===== config.mk =====
export PLATFORM = sky130hd
export DESIGN_NAME = apb_slave_regfile
export DESIGN_NICKNAME = d
export VERILOG_FILES = /design/src/rtl/apb_slave_regfile.sv
export SDC_FILE = /design/constraint.sdc
export NUM_CORES = 1
export LEC_CHECK = 0
export ABC_AREA = 1
export ABC_CLOCK_PERIOD_IN_PS = 2400
export CAP_MARGIN = 20
export CORE_MARGIN = 5
export CORE_UTILIZATION = 64
export CTS_CLUSTER_SIZE = 10
export DETAILED_ROUTE_END_ITERATION = 8
export DONT_BUFFER_PORTS = 1
export MAX_ROUTING_LAYER = met4
export PLACE_DENSITY = 0.8
export SKIP_LAST_GASP = 1
export SLEW_MARGIN = 20
export SYNTH_ARGS = -nofsm -noshare
export SYNTH_HDL_FRONTEND = slang
export SYNTH_SLANG_ARGS = --single-unit
export TNS_END_PERCENT = 50

===== constraint.sdc =====
create_clock -name PCLK -period 2.4 [get_ports PCLK]
set_input_delay 0.36 -clock PCLK [delete_from_list [all_inputs] [get_ports PCLK]]
set_output_delay 0.36 -clock PCLK [all_outputs]
set_load 0.05 [all_outputs]

===== src/rtl/apb_slave_regfile.sv =====
`default_nettype none
// ============================================================================
// Module   : apb_slave_regfile
// Brief    : APB4 completer, byte-strobed register file with wait states and
//            PSLVERR. Define APB_SLAVE_REGFILE_RO_ID_EN for a read-only ID word 0.
// Revision : 1.0 - initial release
// ============================================================================
module apb_slave_regfile #(
    parameter int          DATA_WIDTH  = 32,
    parameter int          ADDR_WIDTH  = 32,
    parameter int          DEPTH       = 16,
    parameter int          WAIT_STATES = 0,
    parameter logic [31:0] ID_VALUE    = 32'hA9B0_0001
) (
    input  logic                    PCLK,
    input  logic                    PRESETn,
    input  logic                    PSEL,
    input  logic                    PENABLE,
    input  logic                    PWRITE,
    input  logic [ADDR_WIDTH-1:0]   PADDR,
    input  logic [DATA_WIDTH-1:0]   PWDATA,
    input  logic [DATA_WIDTH/8-1:0] PSTRB,
    output logic                    PREADY,
    output logic [DATA_WIDTH-1:0]   PRDATA,
    output logic                    PSLVERR
);

    localparam int                    c_LANES    = DATA_WIDTH / 8;
    localparam int                    c_OFF_W    = $clog2(c_LANES);
    localparam int                    c_IDX_W    = $clog2(DEPTH);
    localparam int                    c_HI_LSB   = c_IDX_W + c_OFF_W;
    localparam logic [ADDR_WIDTH-1:0] c_OFF_MASK = ADDR_WIDTH'((1 << c_OFF_W) - 1);
    localparam logic [3:0]            c_WAIT     = 4'(WAIT_STATES);

    typedef enum logic [0:0] {
        ST_IDLE   = 1'b0,
        ST_ACCESS = 1'b1
    } state_t;

    state_t                  r_state;
    state_t                  w_state_nxt;
    logic [3:0]              r_cnt;
    logic [3:0]              w_cnt_nxt;
    logic                    w_complete;
    logic [c_IDX_W-1:0]      w_idx;
    logic                    w_misaligned;
    logic                    w_out_of_range;
    logic                    w_ro_hit;
    logic                    w_err;
    logic                    w_wr_en;
    logic [DATA_WIDTH-1:0]   w_words [DEPTH];

    // ------------------------------------------------------------------------
    // Transfer FSM
    // ------------------------------------------------------------------------
    always_ff @(posedge PCLK or negedge PRESETn) begin
        if (!PRESETn) begin
            r_state <= ST_IDLE;
            r_cnt   <= '0;
        end else begin
            r_state <= w_state_nxt;
            r_cnt   <= w_cnt_nxt;
        end
    end

    always_comb begin
        w_state_nxt = r_state;
        w_cnt_nxt   = r_cnt;
        w_complete  = 1'b0;
        case (r_state)
            ST_IDLE: begin
                if (PSEL && !PENABLE) begin
                    w_state_nxt = ST_ACCESS;
                    w_cnt_nxt   = c_WAIT;
                end
            end
            ST_ACCESS: begin
                if (!PSEL) begin
                    // Requester dropped the transfer: no write, no response.
                    w_state_nxt = ST_IDLE;
                    w_cnt_nxt   = '0;
                end else if (!PENABLE) begin
                    // A fresh setup phase restarts the latency count.
                    w_cnt_nxt   = c_WAIT;
                end else if (r_cnt != 4'd0) begin
                    w_cnt_nxt   = r_cnt - 4'd1;
                end else begin
                    w_complete  = 1'b1;
                    w_state_nxt = ST_IDLE;
                end
            end
            default: begin
                w_state_nxt = ST_IDLE;
                w_cnt_nxt   = '0;
            end
        endcase
    end

    // ------------------------------------------------------------------------
    // Address decode and error detection
    // ------------------------------------------------------------------------
    assign w_idx          = PADDR[c_HI_LSB-1:c_OFF_W];
    assign w_misaligned   = (PADDR & c_OFF_MASK) != '0;
    assign w_out_of_range = (PADDR >> c_HI_LSB) != '0;

`ifdef APB_SLAVE_REGFILE_RO_ID_EN
    assign w_ro_hit = PWRITE && (w_idx == '0);
`else
    assign w_ro_hit = 1'b0;
`endif

    assign w_err   = w_misaligned || w_out_of_range || w_ro_hit;
    assign w_wr_en = w_complete && PWRITE && !w_err;

    // ------------------------------------------------------------------------
    // Storage
    // ------------------------------------------------------------------------
`ifdef APB_SLAVE_REGFILE_RO_ID_EN
    localparam int c_FIRST_RW = 1;
    assign w_words[0] = ID_VALUE[DATA_WIDTH-1:0];
`else
    localparam int c_FIRST_RW = 0;
    logic [31:0] w_unused_id;
    assign w_unused_id = ID_VALUE;
`endif

    for (genvar gi = c_FIRST_RW; gi < DEPTH; gi++) begin : g_word
        logic [DATA_WIDTH-1:0] r_word;

        always_ff @(posedge PCLK or negedge PRESETn) begin
            if (!PRESETn) begin
                r_word <= '0;
            end else if (w_wr_en && (w_idx == c_IDX_W'(gi))) begin
                for (int b = 0; b < c_LANES; b++) begin
                    if (PSTRB[b]) begin
                        r_word[8*b +: 8] <= PWDATA[8*b +: 8];
                    end
                end
            end
        end

        assign w_words[gi] = r_word;
    end

    // ------------------------------------------------------------------------
    // Response: everything is zero outside the completion cycle
    // ------------------------------------------------------------------------
    assign PREADY  = w_complete;
    assign PSLVERR = w_complete && w_err;
    assign PRDATA  = (w_complete && !PWRITE && !w_err) ? w_words[w_idx] : '0;

endmodule
`default_nettype wire


Word-level counts from Yosys, hierarchy flattened
Cells that the tools add are included.
{"block": "totals", "register_bits": 517, "latch_bits": 0, "ram_bits": 0, "mem_bits_ro": 0, "input_bits": 73, "output_inout_bits": 34, "elab_cells": 200, "n_memories": 0}
{"block": "classes", "add_sub_neg": 1, "multipliers": 0, "n_div": 0, "n_lt_le_gt_ge": 1, "eq_ne": 17, "n_shift": 0, "muxes": 18, "bitwise_logic": 2, "n_reduce_logical": 95}
{"cell": "AND reduction 2 bit", "count": 65}
{"cell": "binary-select mux 32 bit (select 4 bit)", "count": 1}
{"cell": "2-to-1 mux 32 bit", "count": 3}
{"cell": "nonzero test 32 bit", "count": 2}
{"cell": "equality test 4 bit (second input constant)", "count": 8}
{"cell": "logical AND 1 bit", "count": 22}
{"cell": "equality test 4 x 3 -> 1 bit (second input constant)", "count": 4}
{"cell": "2-to-1 mux 4 bit", "count": 4}
{"cell": "equality test 4 x 2 -> 1 bit (second input constant)", "count": 2}
{"cell": "2-to-1 mux 1 bit", "count": 8}
{"cell": "case mux 4 bit (2 select lines)", "count": 1}
{"cell": "greater-or-equal comparator 5 bit (second input constant)", "count": 1}
{"cell": "inverter 4 -> 5 bit", "count": 1}
{"cell": "equality test 4 x 1 -> 1 bit (second input constant)", "count": 1}
{"cell": "zero test 4 bit", "count": 1}
{"cell": "!= test 4 x 3 -> 1 bit (second input constant)", "count": 1}
{"cell": "nonzero test 4 bit", "count": 1}
{"cell": "subtractor 4 x 1 -> 4 bit (second input constant)", "count": 1}
{"cell": "zero test 1 bit", "count": 3}
{"cell": "!= test 2 bit (second input constant)", "count": 1}
{"cell": "case mux 1 bit (2 select lines)", "count": 1}
{"cell": "logical OR 1 bit", "count": 1}
{"cell": "inverter 1 bit", "count": 1}

Depth between registers and ports, before layout
{"block": "logic_depth", "depth_word": 9, "depth_mapped": 11, "ltp_nobuf": 9}

Worst setup path after synthesis
Ideal clock, no wire load.
{"block": "synth_timing", "path_kind": "register -> output", "from": "register r_cnt[0]", "to": "output port PRDATA[0]", "t_arrival_ns": 2.696, "setup_slack_ns": -0.656, "stages_incl_launch_ff": 8, "n_path_buf": 1, "cell_sequence": "dfrtp_1 -> inv_1 -> ha_1 -> nand3_1 -> nor2_1 -> nand3_1 -> clkbuf_1 -> nor2_1"}
{"block": "synth_between", "elab_chain_len": 8}
{"element": "start: declaration", "line": "42", "source": "logic [3:0] r_cnt;"}
{"element": "start signal: assignment", "line": "62", "source": "r_cnt <= w_cnt_nxt;"}
{"element": "nonzero test 4 bit", "line": "85", "source": "end else if (r_cnt != 4'd0) begin"}
{"element": "2-to-1 mux 1 bit", "line": "85"}
{"element": "2-to-1 mux 1 bit", "line": "82", "source": "end else if (!PENABLE) begin"}
{"element": "2-to-1 mux 1 bit", "line": "78", "source": "if (!PSEL) begin"}
{"element": "2-to-1 mux 1 bit", "line": "70", "source": "case (r_state)"}
{"element": "net PREADY", "line": "23", "source": "output logic PREADY,"}
{"element": "logical AND 1 bit (2 in series)", "line": "150", "source": "assign PRDATA = (w_complete && !PWRITE && !w_err) ? w_words[w_idx] : '0;"}
{"element": "2-to-1 mux 32 bit", "line": "150"}
{"element": "end: declaration", "line": "24", "source": "output logic [DATA_WIDTH-1:0] PRDATA,"}
The timed path passes the listed nets, and every way through them passes these cells.

Worst setup path in the final report
{"block": "layout_timing", "from": "register r_cnt[0]", "to": "output port PRDATA[31]"}
{"block": "layout_between", "elab_chain_len": 8}
{"element": "nonzero test 4 bit", "line": "85"}
{"element": "2-to-1 mux 1 bit", "line": "85"}
{"element": "2-to-1 mux 1 bit", "line": "82"}
{"element": "2-to-1 mux 1 bit", "line": "78"}
{"element": "2-to-1 mux 1 bit", "line": "70"}
{"element": "logical AND 1 bit (2 in series)", "line": "150"}
{"element": "2-to-1 mux 32 bit", "line": "150"}
Every way passes these cells.

==> reports/results.md <==
| Step | Metric | Reported |
|:---|:---|:---|
| clock network | Root buffer cell | clkbuf_16 |
| grt | Congestion Overflow GR | 0 |
| yosys | Post-synthesis cell area | 0.0258 mm^2 |
| setup path | CP Capture Type | primary output |
| timing | Worst slew slack as a fraction of its limit | -0.00808 |
| power and ir drop | Lkg Pwr | 16.8 nW |
| yosys | Sequential area share after synthesis | 0.502 |
| min path | Path type of the worst min-delay path | in -> async |
| timing | Period utilisation layout | 1.10 |
| timing | Max-slew violation count | 27 |
| yosys | Fraction of the mapped netlist area in compound gates | 0.00296 |
| placed design | Placed wire-length estimate after detailed placement | 52.2 mm |
| timing | Worst hold slack after final layout | -534 ps |
| detailed routing | Routed len/inst | 20.8 um |
| clock network | Clock-pin slew of the registers on the worst-case setup and hold paths | 60 ps |
| cells and area | Final Net Count | 3741 |
| clock network | H-tree levels | 2 |
| grt | Met2 usage | 0.588 |
| status | Status | finished with violations |
| clock network | Clk buf depth | 3 |
| grt | Number of global-route vias before repair | 24800 |
| power and ir drop | Peak supply drop | 0.552 mV |
| timing | Setup repair after global routing missed its margin | true |
| yosys | Net Count, Synth | 3685 |
| setup path | Largest stage delay on the critical path | 410 ps |
| setup path | Setup crit start kind | register |
| setup path | Internal reg-to-reg setup slack | -20 ps |
| setup path | Largest delay share family, worst path | buffers and inverters |
| cells and area | Top library cells by usage in the layout, fill and taps aside | nand2_1, nor2_1, nand3_1 |
| floorplan | Top-level I/O count | 107 |
| grt | Largest net degree at the start of global routing | 518 |
| detailed routing | Count of TritonRoute iterations in the first routing pass | 6 |
| clock network | Clock tree from TritonCTS | done |
| timing | Worst clock skew | 13.7 ps |
| timing | Timing-limited maximum frequency | 0.378 GHz |
| grt | GR Layer Usage met1 | 0.531 |
| yosys | Count of unique library cells instantiated by Yosys | 21 |
| detailed routing | Iteration-0 DRC count of the detailed router | 3810 |
| yosys | Area share of xor/xnor cells in the synthesized design | 0 |
| grt | Initial antenna violation count | 4 |
| grt | Most used routing layer in global routing | met2 |
| yosys | Yosys synthesis warning count | 0 |
| grt | GRT Util Overall | 0.398 |
| detailed routing | Post-Route WL | 87.7 mm |
| detailed routing | Total DRC errors in the routed layout | 0 |
| power and ir drop | Power per cell area | 609 mW/mm^2 |
| flow run | Maxcap violations | 0 |
| placed design | # port buffers | 0 |
| cells and area | Share of post-route cells with drive strength above 1 | 0.101 |
| yosys | Post-synth top area cell | dfrtp_1 |
| floorplan | Area enclosed by the die boundary | 0.0444 mm^2 |
| clock network | Clock buffers created by TritonCTS | 58 |
| cells and area | Total non-filler cell area in the finished layout | 0.0298 mm^2 |
| clock network | Clk Latency, worst-skew pair | 620 ps |
| yosys | Adder-cell share of the synthesized area | 0.000486 |
| yosys | Multiplexer fraction of the synthesized cell area | 0 |
| status | Failing checks | negative hold slack, max-slew violations, negative setup slack |
| yosys | Flops & latches, synth | 517 |
| setup path | Cell with the largest stage delay on the worst path | dfrtp_1 |
| cells and area | Leading cell type in the layout, fill and taps excluded | nand2_1 |
| cells and area | Post-Route Utilization | 0.748 |
| clock network | Clk sinks | 517 |
| floorplan | Starting utilization of the core area | 0.647 |
| floorplan | Core region area | 0.0398 mm^2 |
| cells and area | Synthesis-to-layout area growth | 15.7% |
| grt | Met3 Usage GRT | 0.0855 |
| yosys | Syn Area/Cell | 7.13 um^2 |
| yosys | Cells after synthesis | 3611 |
| yosys | Area share of and/or/nand/nor cells after synthesis | 0.442 |
| yosys | Dominant combinational cell family by area after synthesis | simple AND/OR/NAND/NOR gates |
| setup path | Crit-path max FO | 8 |
| timing | Count of endpoints failing hold in the final timing report | 781 |
| yosys | Portion of synthesized cell area occupied by the leading cell type | 0.502 |
| floorplan | Die width | 211 um |
| timing | Total of endpoints with negative setup slack in the final report | 35 |
| timing | Time the final worst path needs with I/O delays and setup | 2650 ps |
| setup path | CP Data Arrival Time | 2290 ps |
| cells and area | Filler cell count in the final layout | 2926 |
| detailed routing | DR vias/cell | 6.18 |
| setup path | CP required | 2040 ps |
| detailed routing | Count of antenna-violating nets left after detailed routing | 0 |
| timing | Slack of the critical path | -245 ps |
| setup path | Buffering stage count on the worst path with inverters included | 4 |
| floorplan | Site Rows | 73 |
| power and ir drop | Final Total Pwr | 18.1 mW |
| floorplan | Overall die height | 211 um |
| setup path | Cell-by-cell listing of the critical path | inv_2 > ha_4 > nand3_4 > nor2_4 > nand3_4 > buf_12 > buf_16 > nor2_4 > buf_6 |
| placed design | Global placer's final weighted congestion | 0.917 |
| yosys | Main area contributors after synthesis | dfrtp_1, nand2_1, nor2_1 |
| setup path | Category of the most critical setup path | reg -> out |
| detailed routing | Via total after detailed routing | 26000 |
| placed design | Placement Cell Area | 0.0274 mm^2 |
| timing | Worst Tran Pin Value | 1510 ps |
| grt | Global-route wire length before repair | 137 mm |
[worst paths after layout]
path                                      startpoint                     to  depth (start not counted)
worst min register to register  g_word[9].r_word[19]   g_word[9].r_word[19]                          2
worst min-delay path                         PRESETn   g_word[3].r_word[15]                          0
worst max-delay path                        r_cnt[0]             PRDATA[31]                          9
max in group asynchronous                    PRESETn    g_word[3].r_word[1]                          0
worst max register to register              r_cnt[0]  g_word[15].r_word[24]                         11
min in group PCLK                           PSTRB[0]    g_word[2].r_word[4]                          2
[stage by stage]
| stage | TNS (ps) | worst slack (ps) | std cells |
|---|---|---|---|
| after floorplan | -1730 | -86.4 | 3611 |
| after global placement | 0 | 112 | 4085 |
| after detailed placement | 0 | 9.66 | 4085 |
| after CTS | -4960 | -186 | 4199 |
| after global routing | -6310 | -250 | 4207 |
| final | -5540 | -245 | 4207 |
[synthesized netlist by cell type]
cell and instances:
buf_4 31, nand2_1 1311, nand3_1 520, nor3_2 1
nand4_1 96, ha_1 1, nor2_1 817, nand3_2 2
inv_2 17, inv_1 35, nor3_1 2, a21oi_1 3
o21ai_0 2, nor2_4 10, clkbuf_1 160, dfrtp_1 517
o22ai_1 1, buf_1 35, a22oi_1 6, buf_2 36
nor2_2 8
[state kept, by name, summed over array words and instances (netlist names)]
register       flops
g_word.r_word    512
r_cnt              4
r_state            1
[timing repair]
| action | in CTS | in global routing |
|---|---|---|
| setup endpoints to repair | 39 | 33 |
| resized for setup | 50 | 17 |
| hold buffers | 35 | 2 |
| buffers inserted | 5 | 2 |
| endpoints found under the hold margin | 1031 | 995 |
| gates cloned | 3 | 0 |
| pin swaps | 19 | 9 |
[cell type report]
class / instances / area [um^2] / share of cell area
Antenna cell: 4 / 10.0 / 0.000336
Multi-Input combinational cell: 2780 / 11800 / 0.397
Clock inverter: 1 / 8.76 / 0.000294
Inverter: 52 / 200 / 0.00672
Timing Repair Buffer: 258 / 2630 / 0.0882
Clock buffer: 70 / 1540 / 0.0516
Sequential cell: 517 / 12900 / 0.434
Tap cell: 525 / 657 / 0.0220
[cells by family after synthesis]
family                   Yosys count
flip-flops                       517
AO/OA/AOI/OAI                     12
buffers and inverters            314
adder cells (fa/ha/maj)            1
AND/OR/NAND/NOR                 2767
[report_power, final]
part / internal, mW / switching [mW] / leakage, nW / total (mW)
combinational: 0.467 / 1.10 / 8.81 / 1.57
clock: 4.40 / 3.42 / 0.757 / 7.82
sequential: 8.74 / 0.0180 / 7.22 / 8.76
total: 13.6 / 4.54 / 16.8 / 18.1
[layer usage]
layer,up-vias,wire length (um)
li1,11500,-
met1,12300,32300
met2,1842,39100
met3,392,11400
met4,0,4880
met5,-,0
No activity file was read; power rests on OpenSTA's default activity.
